[src/rtl/bcd_to_bin_if.sv]
// Handshake and data bundle between a BCD source and the bcd_to_bin converter.
interface bcd_to_bin_if #(
  parameter int unsigned DIGITS = 3,
  parameter int unsigned BIN_W  = 10
);
  logic                  start;
  logic [4*DIGITS-1:0]   bcd_in;
  logic [BIN_W-1:0]      bin_out;
  logic                  busy;
  logic                  done;
  logic                  err;

  // Requester side: issues start with a packed BCD operand.
  modport master (
    output start, bcd_in,
    input  bin_out, busy, done, err
  );

  // Converter side: returns the binary value and status.
  modport slave (
    input  start, bcd_in,
    output bin_out, busy, done, err
  );
endinterface

[src/rtl/bcd_to_bin.sv]
// Sequential BCD-to-binary converter (reverse double dabble: shift right, then
// subtract 3 from every BCD nibble that reads 8 or more).
module bcd_to_bin #(
  parameter int unsigned DIGITS = 3,
  parameter int unsigned BIN_W  = 10
) (
  input  logic         CLOCK_50,
  input  logic         reset,
  bcd_to_bin_if.slave  bus
);
  localparam int unsigned BCD_W = 4 * DIGITS;
  localparam int unsigned SR_W  = BCD_W + BIN_W;
  localparam int unsigned CNT_W = $clog2(BIN_W) + 1;

  typedef enum logic [1:0] {
    IDLE  = 2'd0,
    SHIFT = 2'd1,
    DONE  = 2'd2
  } state_t;

  state_t            state_q, state_d;
  logic [SR_W-1:0]   sr_q, sr_d;
  logic [CNT_W-1:0]  cnt_q, cnt_d;
  logic [BIN_W-1:0]  bin_q, bin_d;
  logic              err_q, err_d;
  logic              busy_q, busy_d;
  logic              done_q, done_d;

  logic [SR_W-1:0]   iter_c;
  logic              bad_digit_c;
  logic              last_iter_c;

  // Flag any nibble of the incoming operand that is not a decimal digit.
  always_comb begin
    bad_digit_c = 1'b0;
    for (int i = 0; i < int'(DIGITS); i++) begin
      if (bus.bcd_in[4*i +: 4] > 4'd9) bad_digit_c = 1'b1;
    end
  end

  // One conversion step: shift the whole register right, then correct each BCD nibble.
  always_comb begin
    iter_c = sr_q >> 1;
    for (int i = 0; i < int'(DIGITS); i++) begin
      if (iter_c[int'(BIN_W) + 4*i + 3]) begin
        iter_c[int'(BIN_W) + 4*i +: 4] = iter_c[int'(BIN_W) + 4*i +: 4] - 4'd3;
      end
    end
  end

  assign last_iter_c = (cnt_q == CNT_W'(BIN_W - 1));

  // State and datapath registers; reset aborts any conversion in progress.
  always_ff @(posedge CLOCK_50 or posedge reset) begin
    if (reset) begin
      state_q <= IDLE;
      sr_q    <= '0;
      cnt_q   <= '0;
      bin_q   <= '0;
      err_q   <= 1'b0;
      busy_q  <= 1'b0;
      done_q  <= 1'b0;
    end else begin
      state_q <= state_d;
      sr_q    <= sr_d;
      cnt_q   <= cnt_d;
      bin_q   <= bin_d;
      err_q   <= err_d;
      busy_q  <= busy_d;
      done_q  <= done_d;
    end
  end

  // Next-state selection.
  always_comb begin
    state_d = state_q;
    case (state_q)
      IDLE:    if (bus.start) state_d = bad_digit_c ? DONE : SHIFT;
      SHIFT:   if (last_iter_c) state_d = DONE;
      DONE:    state_d = IDLE;
      default: state_d = IDLE;
    endcase
  end

  // Next values of the datapath and the registered status outputs.
  always_comb begin
    sr_d   = sr_q;
    cnt_d  = cnt_q;
    bin_d  = bin_q;
    err_d  = err_q;
    busy_d = (state_d == SHIFT);
    done_d = (state_d == DONE);
    case (state_q)
      IDLE: begin
        if (bus.start) begin
          if (bad_digit_c) begin
            err_d = 1'b1;
            bin_d = '0;
          end else begin
            sr_d  = {bus.bcd_in, BIN_W'(0)};
            cnt_d = '0;
            err_d = 1'b0;
          end
        end
      end
      SHIFT: begin
        sr_d  = iter_c;
        cnt_d = cnt_q + CNT_W'(1);
        if (last_iter_c) bin_d = iter_c[BIN_W-1:0];
      end
      default: ;
    endcase
  end

  assign bus.bin_out = bin_q;
  assign bus.err     = err_q;
  assign bus.busy    = busy_q;
  assign bus.done    = done_q;
endmodule
[src/flat_wrapper.sv]
// flat-port wrapper written by rule: the top's interface ports become plain ports
module bcd_to_bin_flat 
#(
  parameter int unsigned DIGITS = 3,
  parameter int unsigned BIN_W  = 10
)
  (CLOCK_50, reset, bus_start, bus_bcd_in, bus_bin_out, bus_busy, bus_done, bus_err);
  bcd_to_bin_if #(.DIGITS(DIGITS), .BIN_W(BIN_W)) bus_i ();
  input  logic CLOCK_50;
  input  logic reset;
  input wire logic [$bits(bus_i.start)-1:0] bus_start;
  input wire logic [$bits(bus_i.bcd_in)-1:0] bus_bcd_in;
  output wire logic [$bits(bus_i.bin_out)-1:0] bus_bin_out;
  output wire logic [$bits(bus_i.busy)-1:0] bus_busy;
  output wire logic [$bits(bus_i.done)-1:0] bus_done;
  output wire logic [$bits(bus_i.err)-1:0] bus_err;
  assign bus_i.start = bus_start;
  assign bus_i.bcd_in = bus_bcd_in;
  assign bus_bin_out = bus_i.bin_out;
  assign bus_busy = bus_i.busy;
  assign bus_done = bus_i.done;
  assign bus_err = bus_i.err;
  bcd_to_bin #(.DIGITS(DIGITS), .BIN_W(BIN_W)) u_core (.CLOCK_50(CLOCK_50), .reset(reset), .bus(bus_i));
endmodule
[config.mk]
export PLATFORM = sky130hd
export DESIGN_NAME = bcd_to_bin_flat
export DESIGN_NICKNAME = d
export VERILOG_FILES = /design/src/rtl/bcd_to_bin_if.sv /design/src/rtl/bcd_to_bin.sv /design/src/flat_wrapper.sv
export SDC_FILE = /design/constraint.sdc
export NUM_CORES = 1
export LEC_CHECK = 0
export CAP_MARGIN = 30
export CORE_AREA = 2 2 61 92
export DETAILED_ROUTE_END_ITERATION = 8
export DIE_AREA = 0 0 63 94
export PLACE_DENSITY = 0.56
export SLEW_MARGIN = 30
export SYNTH_ARGS = -nofsm -noshare
export SYNTH_HDL_FRONTEND = slang
export SYNTH_SLANG_ARGS = --single-unit
[constraint.sdc]
create_clock -name CLOCK_50 -period 2.17 [get_ports CLOCK_50]
set_input_delay 0.5425 -clock CLOCK_50 [delete_from_list [all_inputs] [get_ports CLOCK_50]]
set_output_delay 0.5425 -clock CLOCK_50 [all_outputs]
set_load 0.01 [all_outputs]
==> results of run 1 <==
## tightest hold or removal path: stages (launching register included)
cell     delay [ns]
dfrtp_1        0.35
nand2_1        0.05
o21ai_0        0.06
## placed cells by master (no fill, tap or decap), types with 4 or more instances in the layout
| cell | count |
|---|---|
| ha_1 | 4 |
| a21oi_1 | 10 |
| clkbuf_8 | 5 |
| a22o_1 | 20 |
| buf_4 | 9 |
| mux2i_1 | 4 |
| dfrtp_1 | 41 |
| clkdlybuf4s50_1 | 27 |
| o21ai_0 | 11 |
| xnor2_1 | 4 |
| inv_1 | 9 |
| nand2_1 | 10 |
| nor2_1 | 6 |
## registers in the layout, indices dropped and copies added (netlist names)
name and count:
u_core.state_q 2, u_core.bus.done 1, u_core.bus.busy 1, u_core.sr_q 21, u_core.bus.err 1, u_core.bus.bin_out 10, u_core.cnt_q 5
## logic make-up after synthesis
logic type	count (synthesis)	synth area share (%)
DFF	41	56.0
AOI/OAI and AO/OA	56	22.6
xor gates and xnor gates	4	1.91
buffers and inverters	18	5.12
and+or+nand+nor	31	9.49
adders and majority gates	4	2.73
muxes	4	2.18
## cell type report
| cell class | instances | area [um^2] | share of cell area, % |
|---|---|---|---|
| Clock buffer | 5 | 68.8 | 2.93 |
| Sequential cell | 41 | 1030 | 43.6 |
| Multi-Input combinational cell | 99 | 713 | 30.3 |
| Tap cell | 68 | 85.1 | 3.62 |
| Timing Repair Buffer | 38 | 378 | 16.1 |
| Inverter | 9 | 33.8 | 1.44 |
| Clock inverter | 3 | 46.3 | 1.97 |
## power by group through the flow
stage | logic (mW) | registers, mW | clock network [mW]
after detailed placement | 0.983 | 1.25 | 0
after global routing | 1.11 | 1.27 | 0.669
after CTS | 0.987 | 1.24 | 0.639
after floorplan | 0.684 | 1.20 | 0
after global placement | 0.941 | 1.24 | 0
final | 0.971 | 1.24 | 0.619
## routing by layer
metal / track usage, % / up-vias
met4: 5.19 / 0
met1: 17.4 / 675
met5: 0 / -
met2: 24.8 / 36
met3: 3.48 / 7
li1: - / 645
## how the worst max path moves through the flow
stage          startpoint                     to  slack (ns)  depth (start not counted)
6_report        bus_start        u_core.sr_q[11]        0.26                          6
5_1_grt         bus_start        u_core.sr_q[13]        0.11                          6
4_1_cts         bus_start        u_core.sr_q[11]        0.24                          6
3_5_place_dp    bus_start        u_core.sr_q[11]       -0.07                          6
3_3_place_gp    bus_start        u_core.sr_q[13]        0.05                          6
2_1_floorplan       reset  u_core.bus.bin_out[0]        0.68                          1
## through the flow
step           setup slack, ns  TNS (ns)  hold WS, ns  std cells
2_1_floorplan            0.681         0        0.449        158
3_3_place_gp            0.0544         0        0.466        255
3_5_place_dp           -0.0671    -0.157        0.478        255
4_1_cts                  0.240         0        0.499        263
5_1_grt                  0.110         0        0.517        263
6_report                 0.263         0        0.494        263
==> flow_summary_export.csv, run 1 <==
group,metric,value,unit
outcome,outcome,"completed",
power_and_ir_drop,power_density,1200,mW/mm^2
die,die_x,63,um
setup_path,critPathArrivalTime,2.08,ns
die,core_region_area,0.00508,mm^2
sta,period_needed,1.91,ns
power_and_ir_drop,switching_power,0.983,mW
detailed_routing,finalWirelength,3830,um
final_layout,areaGrowthSynthToFinish,28.3,%
sta,grt_setup_unrepaired,"false",
sta,max_slew.worst_pin.slew,0.526,ns
setup_path,r2r-start,"u_core.state_q[1]",
detailed_routing,dr_wl_met3,156,um
synthesis,synthFlopType,"dfrtp_1",
place,dp_hpwl,2830,um
sta,max_freq,524,MHz
detailed_routing,top_layer,"met4",
hold_path,hold_path.class,"flop to flop",
detailed_routing,wl_met2,2040,um
clock_tree,clkTransAtPathRegs,0.08,ns
die,ios,28,
synthesis,ys_types,33,
global_routing,antenna_found_initial,0,
setup_path,slowest_delay,0.49,ns
power_and_ir_drop,ir_worst_vdd,0.617,mV
power_and_ir_drop,p_int,1.84,mW
power_and_ir_drop,pwr-share-comb,34.4,%
detailed_routing,antenna_left,0,
synthesis,syn_nets,177,
setup_path,r2r-end,"u_core.sr_q[11]",
place,io_buffer_count,27,
power_and_ir_drop,switching_share,34.8,%
setup_path,worstPathCellList,"clkdlybuf4s50_1, nor2b_1, a41oi_4, buf_12, a22oi_1, o21ai_0",
setup_path,r2r_setup_slack,0.58,ns
setup_path,cp-end-kind,"flop",
sta,hold_violations,0,
synthesis,synth_area_leader_cell,"dfrtp_1",
detailed_routing,first_iter_violations,57,
detailed_routing,vias,1363,
synthesis,synth_edf_count,0,
clock_tree,clkLatencyLatePin,0.29,ns
setup_path,critPathMaxFanout,22,
sta,clock_skew,0.00611,ns
global_routing,grt_pass1_vias,1385,
flow_run,cap_violations,0,
final_layout,utilization,46.2,%
sta,setup_viol,0,
clock_tree,cts-root-buf,"clkbuf_8",
synthesis,netlist_instances,158,
setup_path,cp_slowest_cell,"clkdlybuf4s50_1",
detailed_routing,via_per_inst,5.18,
synthesis,synthTopCellsByCount,"dfrtp_1 (41), a22o_1 (20), o21ai_0 (11)",
synthesis,ys_seq_area_share,56.0,%
hold_path,min_to,"u_core.sr_q[20]",
synthesis,async_flop_share,100,%
synthesis,synth_area_leaders,"dfrtp_1 (56%), a22o_1 (9.6%), o21ai_0 (3.0%)",
sta,maxSlewViolCount,0,
global_routing,grt_max_degree,42,
global_routing,grt_first_pass_wirelength,6640,um
power_and_ir_drop,clockPowerShare,21.9,%
die,start_util,36.0,%
clock_tree,post_cts_buffers,0,
detailed_routing,wire_per_inst,14.6,um
setup_path,cp_top_family,"buffers and inverters",
setup_path,worstSetupStartpointType,"input port",
final_layout,final_area,0.00235,mm^2
place,dpl_cell_area,0.00224,mm^2
detailed_routing,firstDrtPassIters,4,
synthesis,ys_ff_latch,41,
clock_tree,cts_hold_buf,0,
final_layout,n_antenna_cell,0,
global_routing,overflow,0,
global_routing,track_usage,14.4,%
synthesis,synth_warnings,0,
power_and_ir_drop,power,2.83,mW
detailed_routing,drc,0,
clock_tree,cts_tree,"built",
setup_path,crit_buf_inv,2,
power_and_ir_drop,pwr-share-seq,43.7,%
hold_path,whs_path_depth,2,
clock_tree,htree_levels,2,
setup_path,worst-setup-path-type,"input port to flop",
synthesis,syn-cell-area,0.00183,mm^2
final_layout,drive_gt1_share,13.8,%
place,gp_congestion,0.763,
power_and_ir_drop,p_leak,1.05,nW
clock_tree,cts_buffers,5,
clock_tree,ctsResizeCount,0,
synthesis,synth.most_common_cell,"dfrtp_1",
clock_tree,clkSinkCount,41,
synthesis,synth_top_area_share,56.0,%
final_layout,final_nets,213,
sta,period_share,87.9,%
hold_path,min_from,"u_core.sr_q[20]",
die,die_h,94,um
detailed_routing,wl_met1,1560,um
die,fp-row-count,32,
clock_tree,cts_buffer_depth,2,
die,die-area,0.00592,mm^2
final_layout,fillers,491,
setup_path,reg2reg_depth,5,
setup_path,required,2.34,ns
sta,slew_headroom,64.9,%
synthesis,avgSynthCellArea,11.6,um^2
Note: power is estimated with default switching activity, not from simulation.
==> run 2, diff against run 1 <==
Settings changed: CORE_AREA 2 2 61 92 to 10 10 69 100, DIE_AREA 0 0 63 94 to 0 0 79 110, PLACE_DENSITY 0.56 to 0.6.
==> run 2 against run 1 <==
Effect of this change:
- sequential power about the same
- die area is 47% higher
- first-iteration DRC count down 12%
- register-to-register slack better by 0.04 ns
- total power fell by 5.1%
- cell area decreased by 2.5%
- fmax rose by 2.8%
- flip-flop and latch count unchanged
- clock power is 22% lower
- clock skew is 0.00085 ns higher
- largest cell class unchanged
- largest power group unchanged
==> flow_summary_export.csv, run 2 (synthesis results as in run 1) <==
group,metric,value,unit
detailed_routing,vias,1315,
sta,slew_headroom,65.8,%
final_layout,regArea,0.00103,mm^2
sta,setup_viol,0,
clock_tree,cts_buffer_depth,2,
setup_path,critPathArrivalTime,2.03,ns
detailed_routing,firstDrtPassIters,4,
setup_path,worstSetupStartpointType,"input port",
flow_run,cap_violations,0,
die,start_util,35.8,%
sta,max_freq,539,MHz
power_and_ir_drop,switching_share,36.4,%
setup_path,r2r_setup_slack,0.62,ns
sta,clock_skew,0.00695,ns
sta,grt_setup_unrepaired,"false",
final_layout,final_area,0.00229,mm^2
outcome,outcome,"completed",
setup_path,reg2reg_depth,5,
detailed_routing,finalWirelength,4000,um
final_layout,fillers,513,
final_layout,utilization,44.7,%
setup_path,r2r-end,"u_core.sr_q[13]",
power_and_ir_drop,clockPowerShare,18.0,%
detailed_routing,first_iter_violations,50,
setup_path,crit_path_start,"bus_start",
final_layout,largest_reg_flops,21,
clock_tree,clkSinkCount,41,
sta,period_needed,1.85,ns
power_and_ir_drop,p_int,1.71,mW
hold_path,min_to,"u_core.bus.err",
place,dp_hpwl,2960,um
hold_path,min_from,"u_core.bus.err",
setup_path,required,2.34,ns
place,gp_congestion,0.838,
power_and_ir_drop,power,2.68,mW
global_routing,grt_pass1_vias,1486,
clock_tree,ctsResizeCount,0,
die,die_x,79,um
setup_path,r2r-start,"u_core.state_q[1]",
power_and_ir_drop,ir_worst_vdd,0.653,mV
clock_tree,clkTransAtPathRegs,0.08,ns
final_layout,multi_input_area,713,um^2
power_and_ir_drop,pwr-share-comb,35.8,%
final_layout,drive_gt1_share,12.0,%
setup_path,critPathMaxFanout,26,
hold_path,whs_path_depth,2,
clock_tree,post_cts_buffers,0,
clock_tree,cts_buffers,5,
final_layout,final_common_cell,"dfrtp_1",
die,die_h,110,um
detailed_routing,wire_per_inst,15.4,um
die,die-area,0.00869,mm^2
sta,hold_violations,0,
hold_path,hold_path.class,"flop to flop",
die,ios,28,
setup_path,worst-setup-path-type,"input port to flop",
power_and_ir_drop,pwr-share-seq,46.2,%
final_layout,final_cell_mix,"dfrtp_1 (41), clkdlybuf4s50_1 (27), a22o_1 (20)",
power_and_ir_drop,power_density,1170,mW/mm^2
sta,max_slew.worst_pin.slew,0.513,ns
clock_tree,htree_levels,2,
detailed_routing,via_per_inst,5.08,
die,core_region_area,0.00512,mm^2
global_routing,grt_max_degree,42,
clock_tree,cts-root-buf,"clkbuf_8",
global_routing,overflow,0,
die,fp-row-count,32,
place,io_buffer_count,27,
final_layout,final_nets,209,
global_routing,grt_first_pass_wirelength,7020,um
sta,period_share,85.4,%
final_layout,areaGrowthSynthToFinish,25.1,%
clock_tree,cts_hold_buf,0,
final_layout,n_antenna_cell,0,
sta,maxSlewViolCount,0,
detailed_routing,antenna_left,0,
final_layout,regMostFlops,"u_core.sr_q",
global_routing,antenna_found_initial,0,
clock_tree,cts_tree,"built",
detailed_routing,drc,0,
place,dpl_cell_area,0.00221,mm^2
global_routing,track_usage,10.0,%
setup_path,cp-end-kind,"flop",
power_and_ir_drop,switching_power,0.976,mW
clock_tree,clkLatencyLatePin,0.29,ns
power_and_ir_drop,p_leak,1.02,nW
[run 2: cell type report]
class / instances / area share [%]
Sequential cell: 41 / 44.8
Multi-Input combinational cell: 99 / 31.1
Timing Repair Buffer: 34 / 15.2
Tap cell: 68 / 3.71
Clock buffer: 5 / 3.00
Inverter: 9 / 1.47
Clock inverter: 3 / 0.764
[run 2: power by group through the flow]
stage               combinational, mW  sequential, mW  clock [mW]
floorplan                       0.684            1.20           0
global placement                0.945            1.24           0
detailed placement              0.975            1.25           0
CTS                             0.978            1.24       0.504
global route                     1.09            1.28       0.540
finish                          0.960            1.24       0.484
[run 2: stage by stage]
step                hold WS [ns]  cells  worst slack (ns)  TNS, ns
floorplan                  0.449    158             0.681        0
global placement           0.481    251            0.0330        0
global route               0.522    259             0.185        0
detailed placement         0.485    251           -0.0176  -0.0176
finish                     0.498    259             0.316        0
CTS                        0.504    259             0.309        0
[run 2: critical path, stage by stage]
cell and delay (ns):
clkdlybuf4s50_1 0.47, nor2b_1 0.27, a41oi_4 0.23, buf_12 0.22, a22oi_1 0.19, o21ai_0 0.11
[run 2: how the worst max path moves through the flow]
stage	end	depth (start not counted)
CTS	u_core.sr_q[13]	6
floorplan	u_core.bus.bin_out[0]	1
global placement	u_core.sr_q[13]	6
detailed placement	u_core.sr_q[13]	6
finish	u_core.sr_q[13]	6
global route	u_core.sr_q[11]	6
[run 2: routing by layer]
metal / vias to the layer above / routed length, um / track usage (%) / share of wire (%)
met2: 34 / 1930 / 16.4 / 48
met5: - / 0 / 0 / 0
li1: 633 / - / - / -
met1: 636 / 1690 / 11.3 / 42
met4: 0 / 132 / 5.40 / 3.3
met3: 12 / 252 / 3.48 / 6.3
